File: src/rtl/count_chk_jk_if.sv
// count_chk_jk_if: count-stream bus between a counter under test (master)
// and the count_chk_jk sequence checker (slave).
interface count_chk_jk_if #(
  parameter int WIDTH = 3,
  parameter int ERR_W = 8
);
  logic [WIDTH-1:0] count;
  logic             valid;
  logic             locked;
  logic             err;
  logic             wrap;
  logic [WIDTH-1:0] expected;
  logic [ERR_W-1:0] err_cnt;

  // Counter side: produces the stream, observes the checker status.
  modport master (
    output count, valid,
    input  locked, err, wrap, expected, err_cnt
  );

  // Checker side: samples the stream, reports status.
  modport slave (
    input  count, valid,
    output locked, err, wrap, expected, err_cnt
  );
endinterface

File: src/rtl/count_chk_jk.sv
// count_chk_jk: receive-side checker for the JK counter family.
// Locks onto a modulo-2^WIDTH increment sequence after 1+LOCK_CNT clean
// samples, then flags sequence errors (err), legal max->0 steps (wrap) and
// keeps a saturating error tally. All outputs are registered.
// Optional feature macro: COUNT_CHK_HOLD_EN -- when defined, a repeated value
// (counter enable low) is legal while locked and neutral while syncing.
module count_chk_jk #(
  parameter int WIDTH    = 3,
  parameter int LOCK_CNT = 2,
  parameter int ERR_W    = 8
) (
  input  logic         clk,
  input  logic         rst,
  count_chk_jk_if.slave bus
);

  typedef enum logic [1:0] {
    ST_IDLE   = 2'd0,
    ST_SYNC   = 2'd1,
    ST_LOCKED = 2'd2
  } state_t;

  localparam logic [WIDTH-1:0] CNT_MAX  = {WIDTH{1'b1}};
  localparam logic [WIDTH-1:0] CNT_ZERO = {WIDTH{1'b0}};
  localparam logic [WIDTH-1:0] CNT_ONE  = WIDTH'(1'b1);
  localparam logic [ERR_W-1:0] ERR_ZERO = {ERR_W{1'b0}};
  localparam logic [3:0]       LOCK_TGT = 4'(LOCK_CNT);

  // Saturating increment of the error tally.
  function automatic logic [ERR_W-1:0] sat_inc(input logic [ERR_W-1:0] v);
    logic [ERR_W-1:0] r;
    if (v == {ERR_W{1'b1}}) begin
      r = v;
    end else begin
      r = v + ERR_W'(1'b1);
    end
    return r;
  endfunction

  state_t           state_r, state_nx_s;
  logic [WIDTH-1:0] prev_r, prev_nx_s;
  logic [3:0]       good_run_r, good_run_nx_s;
  logic             locked_r, err_r, wrap_r;
  logic             err_nx_s, wrap_nx_s;
  logic [WIDTH-1:0] expected_r, expected_nx_s;
  logic [ERR_W-1:0] err_cnt_r, err_cnt_nx_s;

  logic [WIDTH-1:0] succ_s;
  logic             is_succ_s;
  logic             hold_ok_s;

  assign succ_s    = prev_r + CNT_ONE;
  assign is_succ_s = (bus.count == succ_s);

`ifdef COUNT_CHK_HOLD_EN
  assign hold_ok_s = (bus.count == prev_r);
`else
  assign hold_ok_s = 1'b0;
`endif

  // Next-state, next-prev, run counter and status pulse decode.
  always_comb begin
    state_nx_s    = state_r;
    prev_nx_s     = prev_r;
    good_run_nx_s = good_run_r;
    err_nx_s      = 1'b0;
    wrap_nx_s     = 1'b0;
    err_cnt_nx_s  = err_cnt_r;
    if (bus.valid) begin
      case (state_r)
        ST_IDLE: begin
          prev_nx_s     = bus.count;
          good_run_nx_s = 4'd0;
          state_nx_s    = ST_SYNC;
        end
        ST_SYNC: begin
          prev_nx_s = bus.count;
          if (is_succ_s) begin
            good_run_nx_s = good_run_r + 4'd1;
            if ((good_run_r + 4'd1) == LOCK_TGT) begin
              state_nx_s = ST_LOCKED;
            end else begin
              state_nx_s = ST_SYNC;
            end
          end else if (hold_ok_s) begin
            good_run_nx_s = good_run_r;
          end else begin
            good_run_nx_s = 4'd0;
          end
        end
        ST_LOCKED: begin
          if (is_succ_s) begin
            prev_nx_s = bus.count;
            wrap_nx_s = (prev_r == CNT_MAX) && (bus.count == CNT_ZERO);
          end else if (hold_ok_s) begin
            prev_nx_s = prev_r;
          end else begin
            err_nx_s      = 1'b1;
            err_cnt_nx_s  = sat_inc(err_cnt_r);
            state_nx_s    = ST_SYNC;
            good_run_nx_s = 4'd0;
            prev_nx_s     = bus.count;
          end
        end
        default: begin
          state_nx_s    = ST_IDLE;
          prev_nx_s     = CNT_ZERO;
          good_run_nx_s = 4'd0;
        end
      endcase
    end else begin
      state_nx_s = state_r;
    end
  end

  // Registered view of the next expected value; zero while idle.
  always_comb begin
    if (state_nx_s == ST_IDLE) begin
      expected_nx_s = CNT_ZERO;
    end else begin
      expected_nx_s = prev_nx_s + CNT_ONE;
    end
  end

  // State and registered outputs; reset forces IDLE and cancels pulses.
  always_ff @(posedge clk or negedge rst) begin
    if (!rst) begin
      state_r    <= ST_IDLE;
      prev_r     <= CNT_ZERO;
      good_run_r <= 4'd0;
      locked_r   <= 1'b0;
      err_r      <= 1'b0;
      wrap_r     <= 1'b0;
      expected_r <= CNT_ZERO;
      err_cnt_r  <= ERR_ZERO;
    end else begin
      state_r    <= state_nx_s;
      prev_r     <= prev_nx_s;
      good_run_r <= good_run_nx_s;
      locked_r   <= (state_nx_s == ST_LOCKED);
      err_r      <= err_nx_s;
      wrap_r     <= wrap_nx_s;
      expected_r <= expected_nx_s;
      err_cnt_r  <= err_cnt_nx_s;
    end
  end

  assign bus.locked   = locked_r;
  assign bus.err      = err_r;
  assign bus.wrap     = wrap_r;
  assign bus.expected = expected_r;
  assign bus.err_cnt  = err_cnt_r;

endmodule

File: src/flat_wrapper.sv
// flat-port wrapper written by rule: the top's interface ports become plain ports
module count_chk_jk_flat 
#(
  parameter int WIDTH    = 3,
  parameter int LOCK_CNT = 2,
  parameter int ERR_W    = 8
)
  (clk, rst, bus_count, bus_valid, bus_locked, bus_err, bus_wrap, bus_expected, bus_err_cnt);
  count_chk_jk_if #(.WIDTH(WIDTH), .ERR_W(ERR_W)) bus_i ();
  input  logic clk;
  input  logic rst;
  input wire logic [$bits(bus_i.count)-1:0] bus_count;
  input wire logic [$bits(bus_i.valid)-1:0] bus_valid;
  output wire logic [$bits(bus_i.locked)-1:0] bus_locked;
  output wire logic [$bits(bus_i.err)-1:0] bus_err;
  output wire logic [$bits(bus_i.wrap)-1:0] bus_wrap;
  output wire logic [$bits(bus_i.expected)-1:0] bus_expected;
  output wire logic [$bits(bus_i.err_cnt)-1:0] bus_err_cnt;
  assign bus_i.count = bus_count;
  assign bus_i.valid = bus_valid;
  assign bus_locked = bus_i.locked;
  assign bus_err = bus_i.err;
  assign bus_wrap = bus_i.wrap;
  assign bus_expected = bus_i.expected;
  assign bus_err_cnt = bus_i.err_cnt;
  count_chk_jk #(.WIDTH(WIDTH), .LOCK_CNT(LOCK_CNT), .ERR_W(ERR_W)) u_core (.clk(clk), .rst(rst), .bus(bus_i));
endmodule
File: config.mk
export PLATFORM = sky130hd
export DESIGN_NAME = count_chk_jk_flat
export DESIGN_NICKNAME = d
export VERILOG_FILES = /design/src/rtl/count_chk_jk_if.sv /design/src/rtl/count_chk_jk.sv /design/src/flat_wrapper.sv
export SDC_FILE = /design/constraint.sdc
export NUM_CORES = 1
export LEC_CHECK = 0
export ABC_CLOCK_PERIOD_IN_PS = 2200
export BUFFER_PORTS_ARGS = -buffer_cell sky130_fd_sc_hd__buf_4
export CELL_PAD_IN_SITES_DETAIL_PLACEMENT = 1
export CELL_PAD_IN_SITES_GLOBAL_PLACEMENT = 1
export CORE_MARGIN = 10
export CORE_UTILIZATION = 43
export CTS_CLUSTER_SIZE = 30
export DETAILED_ROUTE_END_ITERATION = 7
export PLACE_DENSITY = 0.82
export SYNTH_ARGS = -nofsm -noshare
export SYNTH_HDL_FRONTEND = slang
export SYNTH_SLANG_ARGS = --single-unit
File: constraint.sdc
create_clock -name clk -period 2.2 [get_ports clk]
set_input_delay 0.33 -clock clk [delete_from_list [all_inputs] [get_ports clk]]
set_output_delay 0.33 -clock clk [all_outputs]
set_load 0.03 [all_outputs]
==> flow_metrics.tcl <==
set metrics [dict create \
    via_count 933 \
    drtIter0Drc 52 \
    ys_types 39 \
    startpoint "u_core.prev_r[0]" \
    synth-async-reset-ratio 1.000 \
    leakage_nw 0.6695 \
    initial_core_util 0.4444 \
    power_density_nw_per_um2 586.8 \
    rows 19 \
    setup_ws_ns 0.1319 \
    maxSlewViolCount 0 \
    grt_setup_unrepaired "false" \
    syn_to_final_growth_pct 16.79 \
    status "completed" \
    synth_edf_count 0 \
    cp.required_ns 2.46 \
    core_um2 2734 \
    diodes 0 \
    synth_common_cells "23 x dfrtp_1, 12 x nand2_1, 6 x ha_1, 6 x xnor2_1" \
    reg2reg_from "u_core.prev_r[0]" \
    cts_buffer_depth 2 \
    routabilityCongestion 0.7537 \
    cts_tree "done" \
    relSlewSlack 0.7170 \
    die_w_um 73.16 \
    crit_type "reg -> reg" \
    crit_top_cell "ha_1" \
    dp_hpwl_um 2231 \
    final_util 0.5190 \
    hp-start "bus_count[2]" \
    wl_per_cell_um 17.56 \
    cpLargestDelayFamily "simple AND/OR/NAND/NOR gates" \
    first_global_vias 982 \
    synth-seq-cells 23 \
    die_area_um2 5352 \
    ant_nets 0 \
    viasPerCell 5.655 \
    cp_slowest_cell "dfrtp_1" \
    setup_viol 0 \
    clock_sinks 23 \
    synth_top_flop_cell "dfrtp_1" \
    post-place-cells 160 \
    grtUsageTotal 0.1126 \
    grt_overflow 0 \
    num-nets-final 147 \
    worst-path-buf-inv 0 \
    clock-skew-final_ns 0.01532 \
    root_buffer "clkbuf_4" \
    port_buffers 19 \
    syn-num-nets 125 \
    crit_fanout 6 \
    fin_crit_sh 0.9400 \
    grt_pass1_wl_um 4774 \
    min_period_ns 2.068 \
    timing.hold.ws_ns 0.2810 \
    clk_pin_slew_ns 0.14 \
    max_cap_viol_count 0 \
    die_y_um 73.16 \
    drc 0 \
    dr.pass1.iters 5 \
    synth_area_leaders "dfrtp_1 47%, ha_1 6.2%, xnor2_1 4.3%, nand2_1 3.7%, a32o_1 2.5%" \
    synth_area_per_cell_um2 10.75 \
    synth_warnings 0 \
    htreeDepth 1 \
    max-vdd-ir-drop_v 0.0004361 \
    drt-total-wl_um 2897 \
    synthCells 113 \
    tightest_slew_ns 0.4236 \
    synth_area_leader_cell "dfrtp_1" \
    grt_max_degree 24 \
    ys_seq_area_frac 0.4737 \
    synth_top_area_frac 0.4737 \
    tns_ns 0 \
    pre_cts_ws_ns 0.07343 \
    synth.most_common_cell "dfrtp_1" \
    worstPathCellList "ha_1 > ha_1 > xnor2_1 > and3_2 > and3_4 > a32o_1" \
    worst_path_largest_cell_delay_ns 0.46 \
    netlist_area_um2 1215 \
    hold_path_class "in -> reg" \
    end_kind "register" \
    r2r_setup_slack_ns 0.13 \
    max_freq_mhz 483.5 \
    instances_no_fill 165 \
    crit_arrival_ns 2.33 \
    start_kind "register" \
    cts_buffers 3 \
    drive_gt1_frac 0.2463 \
    hold_viol 0 \
    io_pins 20 \
    clock_latency_ns 0.33 \
    antenna_found_initial 0 \
]
## layout by cell type, fill, tap and decap left out, types with 2 or more instances in the layout
master      n
buf_4      19
o31ai_1     2
nand2_1    12
a41o_1      2
xor2_1      3
nor3_2      2
nor2_1      2
ha_1        6
nor2b_1     4
nand3_1     5
inv_1       5
nand4_1     3
and3_1      3
a32o_1      3
clkbuf_4    3
nor3_1      3
nand3b_1    3
o21ai_0     3
xnor2_1     6
o2bb2ai_1   2
dfrtp_1    23
## path summary, 6_finish.rpt
path / depth (start not counted) / to
worst min-delay path: 2 / u_core.prev_r[2]
max in group asynchronous: 2 / u_core.state_r[0]
worst min register to register: 1 / u_core.bus.err_cnt[6]
worst max-delay path: 6 / u_core.bus.locked
worst max register to register: 6 / u_core.bus.locked
min in group asynchronous: 2 / u_core.bus.err_cnt[0]
## per-layer routing
metal | wire [µm] | up-vias | GRT usage
met5 | 0 | - | 0
met4 | 27 | 0 | 0.04852
met3 | 149 | 4 | 0.03129
met2 | 1470 | 17 | 0.1882
met1 | 1249 | 461 | 0.1303
li1 | - | 451 | -
## registers in the layout, indices dropped and copies added, names as in the netlist
signal               cells
u_core.bus.err           1
u_core.bus.err_cnt       8
u_core.bus.expected      3
u_core.bus.locked        1
u_core.bus.wrap          1
u_core.good_run_r        4
u_core.prev_r            3
u_core.state_r           2
## repair_timing
action	in CTS	in global routing
buffers inserted	0	0
endpoints found under the hold margin	23	0
gates resized for setup	0	1
hold buffers	1	0
setup endpoints to repair	0	3
## through the flow
step	cell area, µm²	total power [mW]
finish	1419	0.8326
detailed placement	1380	0.6335
floorplan	1215	0.5749
CTS	1418	0.8375
global route	1419	0.8774
global placement	1380	0.6240
## worst reg2reg max path, cell delays in order, from the launching register on
cell     delay [ns]
dfrtp_1        0.46
ha_1           0.23
ha_1           0.30
xnor2_1        0.30
and3_2         0.34
and3_4         0.22
a32o_1         0.16
## layout make-up
cell class	count	area [µm²]
clock inverters	1	5.005
fillers	307	1315
multi-input cells	82	605.6
flip-flops and latches	23	575.6
repair buffers	20	152.6
inverters	5	18.77
clock buffers	3	22.52
well taps	31	38.79
## kinds of logic (layout without fill, tap and decap cells)
logic type / Yosys count / after routing / synth area share
flip-flops: 23 / 23 / 0.4737
XOR/XNOR: 10 / 10 / 0.07828
buffers and inverters: 8 / 29 / 0.02883
multiplexers: 1 / 1 / 0.009268
AO/OA/AOI/OAI: 21 / 21 / 0.1421
adder cells (fa/ha/maj): 6 / 6 / 0.06179
AND/OR/NAND/NOR: 44 / 44 / 0.2060
## power breakdown
part / switching, mW / internal (mW) / leakage (nW)
combinational: 0.0987 / 0.0597 / 0.348
clock: 0.139 / 0.0682 / 0.0177
sequential: 0.0219 / 0.445 / 0.303
No activity file was read; power rests on OpenSTA's default activity.
